### src/rtl/dvp_pkg.sv
// Shared definitions for the DVP camera capture blocks: FSM states, decimation
// width and stream flag bit positions.
package dvp_pkg;

  typedef enum logic [1:0] {
    ST_IDLE       = 2'd0,
    ST_WAIT_FRAME = 2'd1,
    ST_ACTIVE     = 2'd2,
    ST_DONE       = 2'd3
  } cap_state_t;

  localparam int DECIM_W  = 2;

  localparam int FLAG_SOF = 0;
  localparam int FLAG_EOL = 1;
  localparam int FLAG_W   = 2;

endpackage

### src/rtl/dvp_input_sync.sv
// Brings the asynchronous DVP pins into the system clock domain and derives
// pclk-rise, href-fall and polarity-corrected vsync-active strobes.
module dvp_input_sync #(
  parameter bit VSYNC_ACT_HI = 1'b1
) (
  input  logic       clk,
  input  logic       rst,
  input  logic       i_pclk,
  input  logic       i_href,
  input  logic       i_vsync,
  input  logic [7:0] i_db,
  output logic       o_pclk_rise,
  output logic       o_href,
  output logic       o_href_fall,
  output logic       o_vsync_act,
  output logic [7:0] o_db
);

  logic       r_pclk_m, r_pclk_s1, r_pclk_s2;
  logic       r_href_m, r_href_s1, r_href_s2;
  logic       r_vs_m,   r_vs_s1;
  logic [7:0] r_db_m,   r_db_s1;

  // Two flops to reach s1; s2 only exists to give an edge history.
  always_ff @(posedge clk or posedge rst) begin
    if (rst) begin
      r_pclk_m  <= 1'b0;
      r_pclk_s1 <= 1'b0;
      r_pclk_s2 <= 1'b0;
      r_href_m  <= 1'b0;
      r_href_s1 <= 1'b0;
      r_href_s2 <= 1'b0;
      r_vs_m    <= 1'b0;
      r_vs_s1   <= 1'b0;
      r_db_m    <= 8'd0;
      r_db_s1   <= 8'd0;
    end else begin
      // NOTE: non-blocking assignments so every stage samples the previous value.
      r_pclk_m  <= i_pclk;
      r_pclk_s1 <= r_pclk_m;
      r_pclk_s2 <= r_pclk_s1;
      r_href_m  <= i_href;
      r_href_s1 <= r_href_m;
      r_href_s2 <= r_href_s1;
      r_vs_m    <= i_vsync;
      r_vs_s1   <= r_vs_m;
      r_db_m    <= i_db;
      r_db_s1   <= r_db_m;
    end
  end

  assign o_pclk_rise = r_pclk_s1 & ~r_pclk_s2;
  assign o_href      = r_href_s1;
  assign o_href_fall = r_href_s2 & ~r_href_s1;
  assign o_vsync_act = VSYNC_ACT_HI ? r_vs_s1 : ~r_vs_s1;
  assign o_db        = r_db_s1;

endmodule

### src/rtl/dvp_capture_stream.sv
// DVP pixel capture engine: byte assembly, crop window, decimation and a
// single-register valid/ready output with SOF/EOL tags and drop counting.
module dvp_capture_stream
  import dvp_pkg::*;
#(
  parameter int BYTES_PER_PIX = 2,
  parameter int COORD_W       = 10,
  parameter bit VSYNC_ACT_HI  = 1'b1,
  parameter int DROP_CNT_W    = 16
) (
  input  logic                       clk,
  input  logic                       rst,
  input  logic                       cmos_pclk,
  input  logic                       cmos_href,
  input  logic                       cmos_vsync,
  input  logic [7:0]                 cmos_db,
  input  logic                       cap_en,
  input  logic                       snapshot,
  input  logic                       arm,
  input  logic [COORD_W-1:0]         win_x0,
  input  logic [COORD_W-1:0]         win_x1,
  input  logic [COORD_W-1:0]         win_y0,
  input  logic [COORD_W-1:0]         win_y1,
  input  logic [DECIM_W-1:0]         decim_log2,
  output logic [8*BYTES_PER_PIX-1:0] pix_data,
  output logic                       pix_sof,
  output logic                       pix_eol,
  output logic                       pix_valid,
  input  logic                       pix_ready,
  output logic                       busy,
  output logic                       frame_done,
  output logic [7:0]                 frame_cnt,
  output logic [DROP_CNT_W-1:0]      drop_cnt
);

  localparam int WORD_W = 8 * BYTES_PER_PIX;

  logic       w_pclk_rise, w_href, w_href_fall, w_vs_act;
  logic [7:0] w_db;

  dvp_input_sync #(.VSYNC_ACT_HI(VSYNC_ACT_HI)) u_sync (
    .clk         (clk),
    .rst         (rst),
    .i_pclk      (cmos_pclk),
    .i_href      (cmos_href),
    .i_vsync     (cmos_vsync),
    .i_db        (cmos_db),
    .o_pclk_rise (w_pclk_rise),
    .o_href      (w_href),
    .o_href_fall (w_href_fall),
    .o_vsync_act (w_vs_act),
    .o_db        (w_db)
  );

  cap_state_t r_state, w_state_nxt;
  logic       r_vs_seen;
  logic       w_frame_start, w_frame_end;

  always_ff @(posedge clk or posedge rst) begin
    if (rst) begin
      r_state   <= ST_IDLE;
      r_vs_seen <= 1'b0;
    end else begin
      r_state   <= w_state_nxt;
      r_vs_seen <= (r_state == ST_WAIT_FRAME) && (r_vs_seen || w_vs_act);
    end
  end

  always_comb begin
    // NOTE: defaults first so no path leaves a signal unassigned (no latches).
    w_state_nxt   = r_state;
    w_frame_start = 1'b0;
    w_frame_end   = 1'b0;
    if (!cap_en) begin
      w_state_nxt = ST_IDLE;
    end else begin
      case (r_state)
        ST_IDLE:       w_state_nxt = ST_WAIT_FRAME;
        ST_WAIT_FRAME: if (r_vs_seen && !w_vs_act) begin
                         w_state_nxt   = ST_ACTIVE;
                         w_frame_start = 1'b1;
                       end
        ST_ACTIVE:     if (w_vs_act) begin
                         w_frame_end = 1'b1;
                         w_state_nxt = snapshot ? ST_DONE : ST_WAIT_FRAME;
                       end
        ST_DONE:       if (arm) w_state_nxt = ST_WAIT_FRAME;
        default:       w_state_nxt = ST_IDLE;
      endcase
    end
  end

  logic [COORD_W-1:0] r_x0, r_x1, r_y0, r_y1, r_x, r_y;
  logic [DECIM_W-1:0] r_decim;
  logic [1:0]         r_byte_idx;
  logic [WORD_W-1:0]  r_shift;
  logic               r_sof_pend;

  logic               w_cap, w_byte_last, w_pix_done, w_keep, w_eol, w_load, w_drop;
  logic [WORD_W-1:0]  w_word;
  logic [COORD_W-1:0] w_step, w_mask, w_dx, w_dy;

  // A vsync edge mid-line aborts the line, so capture is gated on vsync too.
  assign w_cap       = (r_state == ST_ACTIVE) && cap_en && !w_vs_act;
  assign w_byte_last = (r_byte_idx == 2'(BYTES_PER_PIX - 1));
  assign w_word      = (r_shift << 8) | WORD_W'(w_db);
  assign w_pix_done  = w_cap && w_pclk_rise && w_href && w_byte_last;

  assign w_step = COORD_W'(1) << r_decim;
  assign w_mask = w_step - COORD_W'(1);
  assign w_dx   = r_x - r_x0;
  assign w_dy   = r_y - r_y0;
  assign w_keep = w_pix_done && (r_x >= r_x0) && (r_x <= r_x1) &&
                  (r_y >= r_y0) && (r_y <= r_y1) &&
                  ((w_dx & w_mask) == '0) && ((w_dy & w_mask) == '0);
  // Last kept column: the next decimated column would fall past x1.
  assign w_eol  = (r_x1 - r_x) < w_step;
  assign w_load = w_keep && (!pix_valid || pix_ready);
  assign w_drop = w_keep && pix_valid && !pix_ready;

  always_ff @(posedge clk or posedge rst) begin
    if (rst) begin
      r_x0       <= '0;
      r_x1       <= '0;
      r_y0       <= '0;
      r_y1       <= '0;
      r_decim    <= '0;
      r_x        <= '0;
      r_y        <= '0;
      r_byte_idx <= '0;
      r_shift    <= '0;
      r_sof_pend <= 1'b0;
    end else if (w_frame_start) begin
      r_x0       <= win_x0;
      r_x1       <= win_x1;
      r_y0       <= win_y0;
      r_y1       <= win_y1;
      r_decim    <= decim_log2;
      r_x        <= '0;
      r_y        <= '0;
      r_byte_idx <= '0;
      r_sof_pend <= 1'b1;
    end else if (!w_cap) begin
      r_x        <= '0;
      r_y        <= '0;
      r_byte_idx <= '0;
    end else begin
      if (w_load) r_sof_pend <= 1'b0;
      if (w_pclk_rise && w_href) begin
        r_shift <= w_word;
        if (w_byte_last) begin
          r_byte_idx <= '0;
          if (r_x != '1) r_x <= r_x + COORD_W'(1);
        end else begin
          r_byte_idx <= r_byte_idx + 2'd1;
        end
      end else if (w_href_fall) begin
        r_byte_idx <= '0;
        r_x        <= '0;
        if (r_y != '1) r_y <= r_y + COORD_W'(1);
      end
    end
  end

  logic [FLAG_W-1:0] r_flags;

  always_ff @(posedge clk or posedge rst) begin
    if (rst) begin
      pix_valid  <= 1'b0;
      pix_data   <= '0;
      r_flags    <= '0;
      drop_cnt   <= '0;
      frame_done <= 1'b0;
      frame_cnt  <= '0;
    end else begin
      if (w_load) begin
        pix_valid          <= 1'b1;
        pix_data           <= w_word;
        r_flags[FLAG_SOF]  <= r_sof_pend;
        r_flags[FLAG_EOL]  <= w_eol;
      end else if (pix_ready) begin
        pix_valid <= 1'b0;
      end
      if (w_drop && (drop_cnt != '1)) drop_cnt <= drop_cnt + DROP_CNT_W'(1);
      frame_done <= w_frame_end;
      if (w_frame_end) frame_cnt <= frame_cnt + 8'd1;
    end
  end

  assign pix_sof = r_flags[FLAG_SOF];
  assign pix_eol = r_flags[FLAG_EOL];
  assign busy    = (r_state == ST_WAIT_FRAME) || (r_state == ST_ACTIVE);

endmodule
### config.mk
export PLATFORM = sky130hd
export DESIGN_NAME = dvp_capture_stream
export DESIGN_NICKNAME = d
export VERILOG_FILES = /design/src/rtl/dvp_pkg.sv /design/src/rtl/dvp_input_sync.sv /design/src/rtl/dvp_capture_stream.sv
export SDC_FILE = /design/constraint.sdc
export NUM_CORES = 1
export LEC_CHECK = 0
export BUFFER_PORTS_ARGS = -buffer_cell sky130_fd_sc_hd__buf_2
export CAP_MARGIN = 25
export CORE_ASPECT_RATIO = 1.2
export CORE_UTILIZATION = 47
export DETAILED_ROUTE_END_ITERATION = 6
export GPL_TIMING_DRIVEN = 0
export PLACE_DENSITY = 0.7
export SYNTH_ARGS = -nofsm -noshare
export SYNTH_HDL_FRONTEND = slang
export SYNTH_SLANG_ARGS = --single-unit
### constraint.sdc
create_clock -name clk -period 3.7 [get_ports clk]
set_input_delay 0.185 -clock clk [delete_from_list [all_inputs] [get_ports clk]]
set_output_delay 0.185 -clock clk [all_outputs]
set_load 0.01 [all_outputs]
==> metrics.yaml <==
global_route:
  grt-ovfl-total: 0
  antenna_found_initial: 1
  track_usage: 0.2252
  grt_pass1_vias: 5774
  grt_start_max_net_pins: 44
  grt_pass1_wl_mm: 27.85
route:
  antenna_left: 0
  routedWlPerCell_um: 15.82
  wirelength_mm: 16.59
  drt_iter0_markers: 251
  route.detailed.drc: 0
  routed_via_density: 5.297
  firstDrtPassIters: 4
  vias: 5557
yosys:
  synth_edf_count: 0
  yosysUniqueCellTypes: 60
  synthTopCellsByCount: "144 x dfrtp_1, 64 x inv_1, 61 x mux2_2"
  synth-seq-area-share: 0.4906
  synth_top_cell_by_area: "dfrtp_1"
  synthCells: 654
  yosys_warnings: 0
  ys_dominant_reg_cell: "dfrtp_1"
  async_reset_ff_frac: 1.000
  synth_area_um2: 7345
  syn_nets: 767
  ys_seq_elements: 144
  syn_avg_cell_area_um2: 11.23
  synth_top_area_frac: 0.4906
  synth.area.top_cells: "dfrtp_1 49%, mux2_2 9.4%, ha_1 8.7%"
  yosysMostFrequentCell: "dfrtp_1"
clocking:
  path_clk_slew_ps: 60
  cts.sink_count: 144
  clk_path_buf_depth: 2
  cts_setup_buffers: 0
  clk_latency_ps: 430
  cts_buffers: 17
  cts-root-buf: "clkbuf_16"
  cts_resized: 0
  cts_tree: "built"
  ctsHtreeMaxLevel: 4
setup_path:
  timing.rr.start: "r_y[3]"
  crit_type: "flip-flop to flip-flop"
  worst-r2r-setup-slack_ps: 210
  critPathLaunchType: "flip-flop"
  cp-end-kind: "flip-flop"
  cp_data_required_time_ps: 4010
  crit_arrival_ps: 3800
  cp_max_fo: 6
  r2r_end: "drop_cnt[14]"
  rr_worst_depth: 8
timing:
  period_share: 0.9436
  final-hold-violation-count: 0
  setup_viol: 0
  finClkSkew_ps: 8.925
  max-slew-margin-rel: 0.4138
  slew_viol_final: 0
  worst_hold_slack_ps: 26.52
  finalSetupTns_ps: 0
  fmax_mhz: 286.4
  tightest_slew_ps: 857.2
  rsz0062_at_grt: "false"
  period_minus_slack_ps: 3491
layout:
  drive_gt1_frac: 0.2618
  layout.cells.non_filler: 1049
  fin_nets: 944
  area_growth_pct: 26.34
  final_util: 0.6127
power:
  combPwrFrac: 0.320
  power.density_nw_per_um2: 584.7
  p_seq_frac: 0.375
  leakage_nw: 4.513
  switching_share: 0.3276
  ir_drop_mv: 0.3664
  power_switching_w: 0.001777
  clkPwrFrac: 0.305
  p_int_w: 0.003648
floorplan:
  coreArea_um2: 15140
  die_area_um2: 16130
  die_w_um: 116.1
  initial_utilization: 0.4850
  rows: 49
  io-pin-count: 104
  die_y_um: 138.9
hold_path:
  whs_path_depth: 2
  whs_endpoint: "r_y0[3]"
  hp-start: "win_y0[3]"
  hold_path.class: "input port to flip-flop"
placement:
  dp.cells: 964
  numPortBuffers: 103
  dp_hpwl_mm: 11.96
  place_congestion: 0.8524
status:
  status: "completed"
flow_run:
  cap_viol_max_count: 0
[kinds of logic (layout without fill, tap and decap cells)]
kind of cell | count (synthesis) | after routing | synth area share
other | 0 | 1 | 0
XOR/XNOR | 33 | 33 | 0.03935
AND/OR/NAND/NOR | 180 | 180 | 0.1330
multiplexers | 71 | 71 | 0.1133
flip-flops | 144 | 144 | 0.4906
buffers and inverters | 74 | 264 | 0.03952
adder cells (fa/ha/maj) | 54 | 54 | 0.09506
AO/OA/AOI/OAI | 98 | 98 | 0.08910
[power by group through the flow]
stage	logic (W)	registers [W]	clock network [W]
floorplan	0.00132	0.00200	0
global placement	0.00163	0.00205	0
detailed placement	0.00169	0.00206	0
CTS	0.00175	0.00204	0.00169
global route	0.00195	0.00207	0.00175
finish	0.00174	0.00204	0.00165
[sequential cells by signal, indices dropped and copies added (netlist names), 8 cells and up]
| signal | cells |
|---|---|
| u_sync.o_db | 8 |
| drop_cnt | 16 |
| r_y1 | 10 |
| pix_data | 16 |
| r_x | 10 |
| r_shift | 8 |
| r_x0 | 10 |
| u_sync.r_db_m | 8 |
| frame_cnt | 8 |
| r_y | 10 |
| r_x1 | 10 |
| r_y0 | 10 |
[stage by stage]
stage	total power [W]	setup WS, ps	area [µm²]
2_1_floorplan	0.003319	759.8	7348
3_3_place_gp	0.003677	318.4	8119
3_5_place_dp	0.003748	310.4	8179
4_1_cts	0.005470	299.8	9276
5_1_grt	0.005775	49.76	9279
6_report	0.005425	208.6	9279
[metal layers]
layer | track usage | share of wire
met1 | 0.2696 | 0.42
met3 | 0.05857 | 0.052
met2 | 0.3716 | 0.49
met5 | 0 | 0
met4 | 0.1120 | 0.032
[worst max-delay path: stages, from the launching register on]
cell	delay, ps
dfrtp_1	450
ha_1	330
a21oi_1	150
o21ai_0	110
a2111oi_0	800
o211ai_1	390
nor4_1	760
nand4_1	220
xnor2_1	180
[cell usage in the layout (no fill, tap or decap), drive strengths merged, types with 2 or more instances in the layout]
master         n
nor4           4
nor2          38
nand4         19
dlygate4sd3   52
inv           65
nor3          15
or4            2
a21oi         20
or3            4
a221oi         2
or2            2
clkinv         5
fa             3
and4           3
dfrtp        144
buf          109
and3          13
nor2b          2
o211ai         4
nand2         32
and2           2
o21a          10
a31oi          3
ha            51
a211oi         8
mux2          70
xor2           6
nand3         22
xnor2         27
clkinvlp       4
nand2b        17
a21boi         2
clkbuf        28
o21bai         5
a21o           2
o21ai         30
[timing repair]
action,in CTS,in global routing
endpoints found under the hold margin,73,0
hold buffers,52,0
setup endpoints to repair,0,0
[worst max path at each step]
stage                     startpoint           end  slack, ps  cells after the start
after CTS                     r_x[0]   pix_data[6]        300                     12
after global routing          r_y[3]  drop_cnt[14]         50                      8
after floorplan               r_x[0]   pix_data[0]        760                     12
after global placement        r_y[5]  drop_cnt[14]        320                      8
after detailed placement      r_x[0]   pix_data[6]        310                     12
final                         r_y[3]  drop_cnt[14]        210                      8
[area by class of cell]
class / instances / area (µm²)
well taps: 204 / 255.2
multi-input cells: 436 / 3451
fillers: 1248 / 5864
clock inverters: 11 / 106.4
repair buffers: 158 / 1096
clock buffers: 21 / 470.5
flip-flops and latches: 144 / 3603
diodes: 1 / 2.502
inverters: 64 / 244.0
plain buffers: 10 / 50.05
No activity file was read; power rests on OpenSTA's default activity.
